[src/rtl/alu_result_disp.sv]
// alu_result_disp: registered display stage for the 4-bit ALU result.
// Captures {res, car, of, mode} on in_valid && in_ready. It holds each
// result for HOLD_CYCLES before accepting the next one. It drives two
// active-low seven-segment digits and three flag LEDs.
// Optional feature: define ALU_DISP_BLINK_EN to blink overflow results
// with a half-period of BLINK_HALF cycles.
// Ports:
//   clk, rst       clock, synchronous active-high reset
//   in_valid       upstream result present
//   in_ready       capture accepted this cycle (registered)
//   res, car, of   ALU result and flags
//   ctrl           ALU opcode; 000/001 select signed display, others hex
//   seg0           low digit, active-low {dp,g,f,e,d,c,b,a}, dp always off
//   seg1           high digit: minus sign or blank
//   led            {of, car, shown}
module alu_result_disp #(
    parameter int unsigned HOLD_CYCLES = 4,
    parameter int unsigned BLINK_HALF  = 2
) (
    input  logic       clk,
    input  logic       rst,
    input  logic       in_valid,
    output logic       in_ready,
    input  logic [3:0] res,
    input  logic       car,
    input  logic       of,
    input  logic [2:0] ctrl,
    output logic [7:0] seg0,
    output logic [7:0] seg1,
    output logic [2:0] led
);

    localparam int unsigned CW = (HOLD_CYCLES > 1) ? $clog2(HOLD_CYCLES) : 1;

    localparam logic [1:0] IDLE = 2'd0;
    localparam logic [1:0] HOLD = 2'd1;
    localparam logic [1:0] SHOW = 2'd2;

    localparam logic [7:0] BLANK = 8'hFF;
    localparam logic [7:0] MINUS = 8'hBF;

    // Elaboration-time parameter range checks
    if (HOLD_CYCLES < 1) begin : g_bad_hold
        $error("HOLD_CYCLES must be at least 1");
    end
    if (BLINK_HALF < 1) begin : g_bad_blink
        $error("BLINK_HALF must be at least 1");
    end

    // Active-low hex glyph lookup
    function automatic logic [7:0] glyph(input logic [3:0] v);
        case (v)
            4'h0: glyph = 8'hC0;
            4'h1: glyph = 8'hF9;
            4'h2: glyph = 8'hA4;
            4'h3: glyph = 8'hB0;
            4'h4: glyph = 8'h99;
            4'h5: glyph = 8'h92;
            4'h6: glyph = 8'h82;
            4'h7: glyph = 8'hF8;
            4'h8: glyph = 8'h80;
            4'h9: glyph = 8'h90;
            4'hA: glyph = 8'h88;
            4'hB: glyph = 8'h83;
            4'hC: glyph = 8'hC6;
            4'hD: glyph = 8'hA1;
            4'hE: glyph = 8'h86;
            default: glyph = 8'h8E;
        endcase
    endfunction

    logic [1:0]    state, state_d;
    logic [CW-1:0] cnt, cnt_d;
    logic [3:0]    res_q, res_d;
    logic          car_q, car_d;
    logic          of_q, of_d;
    logic          sgn_q, sgn_d;
    logic          ready_d;
    logic [7:0]    seg0_d, seg1_d;
    logic [2:0]    led_d;
    logic [3:0]    mag;
    logic [7:0]    glyph_sel;
    logic          capture_c;
    logic          blank_c;

    assign capture_c = in_valid && in_ready;

    // Next-state, capture and display computation
    always_comb begin
        state_d = state;
        cnt_d   = cnt;
        res_d   = res_q;
        car_d   = car_q;
        of_d    = of_q;
        sgn_d   = sgn_q;

        case (state)
            IDLE, SHOW: begin
                if (capture_c) begin
                    state_d = HOLD;
                    cnt_d   = CW'(HOLD_CYCLES - 1);
                    res_d   = res;
                    car_d   = car;
                    of_d    = of;
                    sgn_d   = (ctrl[2:1] == 2'b00);
                end
            end
            HOLD: begin
                if (cnt == '0) begin
                    state_d = SHOW;
                end else begin
                    cnt_d = cnt - CW'(1);
                end
            end
            default: state_d = IDLE;
        endcase

        ready_d = (state_d != HOLD);

        // Two's-complement magnitude; 4'b1000 maps to 8
        mag       = res_d[3] ? 4'(~res_d + 4'd1) : res_d;
        glyph_sel = sgn_d ? glyph(mag) : glyph(res_d);

        seg0_d = BLANK;
        seg1_d = BLANK;
        led_d  = 3'b000;
        if (state_d != IDLE) begin
            led_d = {of_d, car_d, 1'b1};
            if (!blank_c) begin
                seg0_d = glyph_sel;
                seg1_d = (sgn_d && res_d[3]) ? MINUS : BLANK;
            end
        end
    end

`ifdef ALU_DISP_BLINK_EN
    localparam int unsigned BW = $clog2(BLINK_HALF + 1);

    logic [BW-1:0] bcnt, bcnt_d;
    logic          phase, phase_d;

    // Blink phase: restarts on capture with the glyph phase first
    always_comb begin
        bcnt_d  = bcnt;
        phase_d = phase;
        if (capture_c || state_d == IDLE) begin
            bcnt_d  = '0;
            phase_d = 1'b0;
        end else if (bcnt == BW'(BLINK_HALF - 1)) begin
            bcnt_d  = '0;
            phase_d = ~phase;
        end else begin
            bcnt_d = bcnt + BW'(1);
        end
        blank_c = of_d && phase_d;
    end

    always_ff @(posedge clk) begin
        if (rst) begin
            bcnt  <= '0;
            phase <= 1'b0;
        end else begin
            bcnt  <= bcnt_d;
            phase <= phase_d;
        end
    end
`else
    assign blank_c = 1'b0;
`endif

    // State, captured result and registered outputs
    always_ff @(posedge clk) begin
        if (rst) begin
            state    <= IDLE;
            cnt      <= '0;
            res_q    <= '0;
            car_q    <= 1'b0;
            of_q     <= 1'b0;
            sgn_q    <= 1'b0;
            in_ready <= 1'b0;
            seg0     <= BLANK;
            seg1     <= BLANK;
            led      <= 3'b000;
        end else begin
            state    <= state_d;
            cnt      <= cnt_d;
            res_q    <= res_d;
            car_q    <= car_d;
            of_q     <= of_d;
            sgn_q    <= sgn_d;
            in_ready <= ready_d;
            seg0     <= seg0_d;
            seg1     <= seg1_d;
            led      <= led_d;
        end
    end

endmodule

[config.mk]
export PLATFORM = sky130hd
export DESIGN_NAME = alu_result_disp
export DESIGN_NICKNAME = d
export VERILOG_FILES = /design/src/rtl/alu_result_disp.sv
export SDC_FILE = /design/constraint.sdc
export NUM_CORES = 1
export LEC_CHECK = 0
export CORE_UTILIZATION = 40
export DETAILED_ROUTE_END_ITERATION = 6
export GPL_TIMING_DRIVEN = 0
export PLACE_DENSITY = 0.68
export SLEW_MARGIN = 20
export SYNTH_ARGS = -nofsm -noshare
export SYNTH_HDL_FRONTEND = slang
export SYNTH_SLANG_ARGS = --single-unit
[constraint.sdc]
create_clock -name clk -period 3.6 [get_ports clk]
set_input_delay 0.72 -clock clk [delete_from_list [all_inputs] [get_ports clk]]
set_output_delay 0.72 -clock clk [all_outputs]
set_load 0.05 [all_outputs]
==> summary.md, run 1 <==
| Metric | Value |
|---|---|
| Run status | `completed` |
| Most numerous cell types in the synthesized netlist | `sky130_fd_sc_hd__nor2_1, sky130_fd_sc_hd__dfxtp_1, sky130_fd_sc_hd__ha_1, sky130_fd_sc_hd__mux2i_1, sky130_fd_sc_hd__inv_1` |
| # H-tree levels | `1` |
| Worst reg2reg setup slack | `0.66 ns` |
| I/O pin cnt | `32` |
| Clock root buffer | `sky130_fd_sc_hd__clkbuf_8` |
| Inserted Clock Buffers | `3` |
| Dpl hpwl | `2580 um` |
| Number of synthesized register bits | `23` |
| Critical register-to-register path startpoint | `state[0]$_SDFF_PP0_` |
| Final-layout worst hold slack | `0.468 ns` |
| Maximum buffer depth of the clock tree | `2` |
| Count of pins over their slew limit | `0` |
| Cells taking the most area after synthesis | `sky130_fd_sc_hd__dfxtp_1, sky130_fd_sc_hd__ha_1, sky130_fd_sc_hd__mux2i_1, sky130_fd_sc_hd__nor2_1, sky130_fd_sc_hd__buf_4` |
| Endpoint arrival time on the critical path | `3.57 ns` |
| Time the worst path needs with I/O delays and setup | `3.40 ns` |
| Average instance area after synthesis | `8.57 um^2` |
| Post-DR vias/cell | `5.22` |
| Count of antenna diodes in the layout | `0` |
| Total number of placement rows | `22` |
| Starting Density | `42.5%` |
| Layout Area Growth over Synthesis | `23.5%` |
| Final weighted congestion in routability-driven placement | `0.857` |
| Most common cell in the netlist | `sky130_fd_sc_hd__nor2_1` |
| Post-detailed-route wirelength per cell | `13.1 um` |
| Synthesis Warnings | `0` |
| Pin count of the biggest net entering global routing | `15` |
| Cell type with the highest occurrence count on the critical path | `sky130_fd_sc_hd__ha_1` |
| Worst setup endpoint | `seg0[0]$_SDFF_PP1_` |
| Worst slew margin relative to its limit | `46.8%` |
| FFs w/ async S/R, synth | `0%` |
| Min-delay worst type | `flip-flop to flip-flop` |
| Slew at the pin closest to its max-slew limit | `0.776 ns` |
| Die outline width | `64.8 um` |
| Die height | `64.8 um` |
| Vias in the first global route | `1290` |
| Most used flip-flop cell after synthesis | `sky130_fd_sc_hd__dfxtp_1` |
| Final setup fails | `0` |
| Sum of overflow across all layers after global routing | `0` |
| Overall Power | `0.000709 W` |
| Via count | `1377` |
| Total Routed Length | `3460 um` |
| Largest voltage drop on the vdd net | `0.171 mV` |
| Number of hold-repair buffers added at the cts stage | `0` |
| Required arrival time at the worst endpoint | `3.77 ns` |
| CP Max Fanout | `8` |
| Count of nets after finishing | `240` |
| Top delay family on crit path | `compound AO/OA/AOI/OAI gates` |
| Crit share post-route | `94.4%` |
| Max Clock Skew | `0.00181 ns` |
| Share of final-layout standard cells stronger than drive strength 1 | `13.4%` |
| Reported leakage power | `0.812 nW` |
| Worst slack, placed | `-0.508 ns` |
| Final Hold Viols | `0` |
| Length of the first detailed-routing pass in iterations | `6` |
| Path depth of the worst reg2reg path | `8` |
| First-pass GRT wire length | `5920 um` |
| Iter 0 DRT Violations | `148` |
| Beginning of the critical path | `in_valid` |
| Number of distinct library cells after synthesis | `50` |
| RSZ-0062 raised after global routing | `false` |
| Post-route antenna net violation count | `0` |
| Syn Std Cell Area | `1580 um^2` |
| Total number of cells along the worst setup path | `9` |
| Die ar. | `4200 um^2` |
| Antenna violations before repair | `0` |
| Total track usage | `18.4%` |
| Portion of synthesized cell area occupied by the leading cell type | `29.2%` |
| Sinks on Clock Net | `23` |
| Smallest setup slack after layout | `0.202 ns` |
| Number of DRC violations after detailed routing | `0` |
| Endpoint type of the worst setup path | `flip-flop` |
| Number of buffer and inverter instances along the worst setup path | `1` |
| Insertion delay to the later sink of the worst-skew pair | `0.27 ns` |
| Sequential fraction of the synthesis area | `29.2%` |
| Post-Syn Instances | `184` |
| Clock input transition at the sequential cells of the worst setup and hold paths | `0.09 ns` |
| TritonCTS clock tree | `built` |
| Cell-by-cell trace of the critical path | `clkdlybuf4s50_1 > nand3b_1 > mux2i_4 > ha_1 > o211ai_1 > ha_1 > nor2_1 > a211o_1 > o311ai_1` |
| Peak per-stage delay on the critical path | `0.52 ns` |
| Leading area contributor after synthesis | `sky130_fd_sc_hd__dfxtp_1` |
| Max-cap violation count | `0` |
| Critical Path Source Type | `primary input` |
| Core Region | `3720 um^2` |
| Fmax | `294 MHz` |
| Slowest stage cell, crit path | `sky130_fd_sc_hd__clkdlybuf4s50_1` |
| Critical setup path kind | `primary input to flip-flop` |
| Post-layout util | `52.4%` |
| Pwr dens | `364 nW/um^2` |
| Number of port buffers | `20` |
| Number of enable flip-flop cells after synthesis | `0` |
| FF-to-FF End | `seg0[0]$_SDFF_PP1_` |
## how the worst min path moves through the flow
stage / cells past startpoint / slack, ns / endpoint / startpoint
CTS: 1 / 0.47 / cnt[0]$_SDFFE_PP0P_ / cnt[0]$_SDFFE_PP0P_
floorplan: 1 / 0.43 / cnt[0]$_SDFFE_PP0P_ / cnt[0]$_SDFFE_PP0P_
global route: 2 / 0.54 / led[1]$_SDFF_PP0_ / car_q$_SDFF_PP0_
global placement: 1 / 0.45 / cnt[0]$_SDFFE_PP0P_ / cnt[0]$_SDFFE_PP0P_
detailed placement: 1 / 0.46 / cnt[0]$_SDFFE_PP0P_ / cnt[0]$_SDFFE_PP0P_
finish: 1 / 0.47 / cnt[0]$_SDFFE_PP0P_ / cnt[0]$_SDFFE_PP0P_
## power breakdown
group | internal, W | switching, W | leakage (nW) | total [W]
Combinational | 0.000101 | 0.000154 | 0.601 | 0.000256
Clock | 0.0000786 | 0.0000916 | 0.0217 | 0.000170
Sequential | 0.000272 | 0.0000112 | 0.189 | 0.000283
## what timing repair did
| item | 4_1_cts | 5_1_grt |
|---|---|---|
| pin swaps | 0 | 1 |
| endpoints found under the setup margin | 3 | 3 |
| gates resized for setup | 3 | 1 |
| setup buffers | 0 | 2 |
## routing by layer
metal	GRT usage, %	routed length [um]	vias up
met5	0	0	-
met3	2.64	124	7
li1	-	-	708
met2	28.9	1520	33
met4	8.89	71	0
met1	24.5	1740	629
## worst register-to-register path, cell delays in order, from the launching register on
cell,delay (ns)
sky130_fd_sc_hd__dfxtp_1,0.43
sky130_fd_sc_hd__nand3b_1,0.36
sky130_fd_sc_hd__mux2i_4,0.44
sky130_fd_sc_hd__ha_1,0.34
sky130_fd_sc_hd__o211ai_1,0.35
sky130_fd_sc_hd__ha_1,0.26
sky130_fd_sc_hd__nor2_1,0.06
sky130_fd_sc_hd__a211o_1,0.31
sky130_fd_sc_hd__o311ai_1,0.29
## sequential cells by signal, indices dropped and copies added, names as in the netlist, 2 cells and up
name and flops:
led 3, seg0 7, res_q 4, cnt 2, state 2
## metrics by stage
stage          cell area (um^2)  TNS [ns]  instances
2_1_floorplan              1600         0        191
3_3_place_gp               1860     -2.06        259
3_5_place_dp               1860     -2.34        259
4_1_cts                    1930         0        263
5_1_grt                    1950         0        264
6_report                   1950         0        264
## cell usage in the layout (no fill, tap or decap), types with 3 or more instances in the layout
master,netlist,routed
sky130_fd_sc_hd__mux2_2,5,5
sky130_fd_sc_hd__nor2b_1,5,5
sky130_fd_sc_hd__inv_1,9,9
sky130_fd_sc_hd__mux2i_1,11,9
sky130_fd_sc_hd__clkdlybuf4s50_1,0,20
sky130_fd_sc_hd__ha_1,11,11
sky130_fd_sc_hd__nand2_1,8,8
sky130_fd_sc_hd__clkbuf_8,0,3
sky130_fd_sc_hd__nor3b_1,3,3
sky130_fd_sc_hd__or3_1,4,4
sky130_fd_sc_hd__nor3_1,3,3
sky130_fd_sc_hd__mux2i_4,2,4
sky130_fd_sc_hd__dfxtp_1,23,23
sky130_fd_sc_hd__a211oi_1,3,3
sky130_fd_sc_hd__nor2_1,26,26
sky130_fd_sc_hd__clkbuf_1,4,4
sky130_fd_sc_hd__buf_4,8,10
sky130_fd_sc_hd__conb_1,1,8
sky130_fd_sc_hd__o221ai_1,3,3
sky130_fd_sc_hd__nand3_1,3,3
sky130_fd_sc_hd__a21oi_1,5,5
sky130_fd_sc_hd__o21ai_0,8,8
## cells by family (layout without fill, tap and decap cells)
| kind of cell | count (synthesis) | in the layout | synth area share [%] |
|---|---|---|---|
| AO/OA/AOI/OAI | 38 | 38 | 16.8 |
| adder cells (fa/ha/maj) | 11 | 11 | 8.72 |
| flip-flops | 23 | 23 | 29.2 |
| AND/OR/NAND/NOR | 64 | 64 | 20.5 |
| other | 1 | 8 | 0.238 |
| XOR/XNOR | 3 | 3 | 1.67 |
| buffers and inverters | 25 | 50 | 8.56 |
| multiplexers | 19 | 19 | 14.3 |
## area by class of cell
class                           count  area [um^2]
Multi-Input combinational cell    143         1030
Clock buffer                        3         41.3
Timing Repair Buffer               22          215
Buffer                             15         96.3
Inverter                            9         33.8
Fill cell                         352         1770
Tap cell                           48         60.1
Clock inverter                      1         7.51
Sequential cell                    23          460
No activity file was read; power rests on OpenSTA's default activity.
==> run 2, diff against run 1 <==
--- a/config.mk
+++ b/config.mk
@@ -7,7 +7,6 @@
 export LEC_CHECK = 0
 export CORE_UTILIZATION = 40
 export DETAILED_ROUTE_END_ITERATION = 6
-export GPL_TIMING_DRIVEN = 0
 export PLACE_DENSITY = 0.68
 export SLEW_MARGIN = 20
 export SYNTH_ARGS = -nofsm -noshare
==> summary.md, run 2 (synthesis gave the netlist of run 1 again) <==
| Metric | Value |
|---|---|
| Flip-flop count of the largest register after layout | `7 (unchanged)` |
| Clock input transition at the sequential cells of the worst setup and hold paths | `0.09 ns (about the same)` |
| Time the worst path needs with I/O delays and setup | `3.18 ns (was 3.40 ns)` |
| Count of pins over their slew limit | `0 (unchanged)` |
| Quantity of gates resized following cts | `0 (was 3)` |
| Worst slack, placed | `0.135 ns (was -0.508 ns)` |
| # H-tree levels | `1 (unchanged)` |
| Worst slew margin relative to its limit | `54.3% (was 46.8%)` |
| Final weighted congestion in routability-driven placement | `0.862 (was 0.857)` |
| Fill cells | `383 (was 352)` |
| Share of final-layout standard cells stronger than drive strength 1 | `10.5% (was 13.4%)` |
| Endpoint arrival time on the critical path | `3.36 ns (was 3.57 ns)` |
| Die ar. | `4200 um^2 (unchanged)` |
| I/O pin cnt | `32 (unchanged)` |
| Summed area of non-filler cells in the final layout | `1890 um^2 (was 1950 um^2)` |
| Number of hold-repair buffers added at the cts stage | `0 (unchanged)` |
| Total track usage | `18.8% (was 18.4%)` |
| Die outline width | `64.8 um (unchanged)` |
| Pin count of the biggest net entering global routing | `15 (unchanged)` |
| Required arrival time at the worst endpoint | `3.78 ns (was 3.77 ns)` |
| Sinks on Clock Net | `23 (unchanged)` |
| Number of port buffers | `22 (was 20)` |
| Number of DRC violations after detailed routing | `0 (unchanged)` |
| Count of nets after finishing | `233 (was 240)` |
| Core Region | `3720 um^2 (unchanged)` |
| Count of antenna diodes in the layout | `0 (unchanged)` |
| Run status | `completed (unchanged)` |
| Max Clock Skew | `0.00184 ns (was 0.00181 ns)` |
| TritonCTS clock tree | `built (unchanged)` |
| Max-cap violation count | `0 (unchanged)` |
| Iter 0 DRT Violations | `106 (was 148)` |
| Crit share post-route | `88.3% (was 94.4%)` |
| Slew at the pin closest to its max-slew limit | `0.667 ns (was 0.776 ns)` |
| Reported leakage power | `0.798 nW (was 0.812 nW)` |
| Length of the first detailed-routing pass in iterations | `4 (was 6)` |
| Layout Area Growth over Synthesis | `19.9% (was 23.5%)` |
| Regs by FF count | `seg0 (7), res_q (4), led (3) (unchanged)` |
| Fmax | `314 MHz (was 294 MHz)` |
| Post-detailed-route wirelength per cell | `14.3 um (was 13.1 um)` |
| Placed standard-cell area | `1840 um^2 (was 1860 um^2)` |
| Die height | `64.8 um (unchanged)` |
| Pwr dens | `373 nW/um^2 (was 364 nW/um^2)` |
| Final setup fails | `0 (unchanged)` |
| Most flops, register | `seg0 (unchanged)` |
| Endpoint type of the worst setup path | `flip-flop (unchanged)` |
| Total number of placement rows | `22 (unchanged)` |
| Via count | `1411 (was 1377)` |
| Vias in the first global route | `1290 (unchanged)` |
| Critical setup path kind | `primary input to flip-flop (unchanged)` |
| Post-DR vias/cell | `5.49 (was 5.22)` |
| Most common library cell in the layout ignoring fill and taps | `sky130_fd_sc_hd__nor2_1 (unchanged)` |
| Most used cells in the layout excluding fill and tap cells | `sky130_fd_sc_hd__nor2_1, sky130_fd_sc_hd__dfxtp_1, sky130_fd_sc_hd__clkdlybuf4s50_1, sky130_fd_sc_hd__mux2i_1, sky130_fd_sc_hd__ha_1 (was sky130_fd_sc_hd__nor2_1, sky130_fd_sc_hd__dfxtp_1, sky130_fd_sc_hd__clkdlybuf4s50_1, sky130_fd_sc_hd__ha_1, sky130_fd_sc_hd__buf_4)` |
| Final Hold Viols | `0 (unchanged)` |
| Maximum buffer depth of the clock tree | `2 (unchanged)` |
| Overall Power | `0.000705 W (was 0.000709 W)` |
| Largest voltage drop on the vdd net | `0.173 mV (was 0.171 mV)` |
| Cell count after placement | `253 (was 259)` |
| Post-route antenna net violation count | `0 (unchanged)` |
| Starting Density | `42.5% (unchanged)` |
| # Post-CTS Setup Buffers | `0 (unchanged)` |
| Inserted Clock Buffers | `3 (unchanged)` |
| Smallest setup slack after layout | `0.420 ns (was 0.202 ns)` |
| Clock root buffer | `sky130_fd_sc_hd__clkbuf_8 (unchanged)` |
| Final Instance Count excl. Fillers | `257 (was 264)` |
| Total Routed Length | `3680 um (was 3460 um)` |
| Sum of overflow across all layers after global routing | `0 (unchanged)` |
| Critical Path Source Type | `primary input (unchanged)` |
| Min-delay worst type | `flip-flop to flip-flop (unchanged)` |
| Antenna violations before repair | `0 (unchanged)` |
| First-pass GRT wire length | `6130 um (was 5920 um)` |
| Dpl hpwl | `2620 um (was 2580 um)` |
| CP Max Fanout | `4 (was 8)` |
| Insertion delay to the later sink of the worst-skew pair | `0.27 ns (about the same)` |
| Sum Neg Setup Slack | `0 ns (unchanged)` |
| RSZ-0062 raised after global routing | `false (unchanged)` |
## run 2: cell type report
class | count | area [um^2] | area share (%)
inverters | 9 | 33.8 | 1.79
multi-input cells | 143 | 1010 | 53.3
flip-flops and latches | 23 | 460 | 24.3
clock buffers | 3 | 41.3 | 2.18
clock inverters | 1 | 7.51 | 0.397
well taps | 48 | 60.1 | 3.17
repair buffers | 30 | 280 | 14.8
## run 2: final timing paths
kind	from	slack, ns	to	cells past startpoint
min	cnt[0]$_SDFFE_PP0P_	0.46	cnt[0]$_SDFFE_PP0P_	1
max reg2reg	state[0]$_SDFF_PP0_	0.97	seg0[0]$_SDFF_PP1_	8
max	in_valid	0.42	seg0[0]$_SDFF_PP1_	9
min reg2reg	cnt[0]$_SDFFE_PP0P_	0.46	cnt[0]$_SDFFE_PP0P_	1
## run 2: power breakdown
part | switching (W) | internal [W] | leakage (nW)
logic | 0.000155 | 0.0000972 | 0.588
clock network | 0.0000918 | 0.0000785 | 0.0217
registers | 0.0000108 | 0.000272 | 0.189
total | 0.000258 | 0.000447 | 0.798
## run 2: layer usage
layer | track usage [%] | share of wire [%] | wire [um] | vias up
met3 | 1.94 | 5.8 | 215 | 6
met4 | 9.44 | 1.4 | 52 | 0
li1 | - | - | - | 690
met5 | 0 | 0 | 0 | -
met2 | 31.3 | 47 | 1720 | 59
met1 | 24.0 | 46 | 1690 | 656
## run 2: through the flow
stage / hold WS, ns / utilization [%]
floorplan: 0.432 / -
global placement: 0.452 / 49.6
detailed placement: 0.450 / 49.6
CTS: 0.467 / 50.9
global route: 0.514 / 50.9
finish: 0.465 / 50.9
## run 2: critical path, cell delays in order
cell and delay [ns]:
sky130_fd_sc_hd__clkdlybuf4s50_1 0.51, sky130_fd_sc_hd__and3b_1 0.21, sky130_fd_sc_hd__mux2i_1 0.27, sky130_fd_sc_hd__ha_1 0.32
sky130_fd_sc_hd__o211ai_1 0.40, sky130_fd_sc_hd__ha_1 0.27, sky130_fd_sc_hd__nor2_1 0.06, sky130_fd_sc_hd__a211o_1 0.31
sky130_fd_sc_hd__o311ai_1 0.27
==> run 3, diff against run 2 <==
--- a/config.mk
+++ b/config.mk
@@ -8,7 +8,7 @@
 export CORE_UTILIZATION = 40
 export DETAILED_ROUTE_END_ITERATION = 6
 export PLACE_DENSITY = 0.68
-export SLEW_MARGIN = 20
+export SLEW_MARGIN = 10
 export SYNTH_ARGS = -nofsm -noshare
 export SYNTH_HDL_FRONTEND = slang
 export SYNTH_SLANG_ARGS = --single-unit
==> results of run 3 <==
Same layout as run 2: the final DEF is identical, and so are final timing and power.
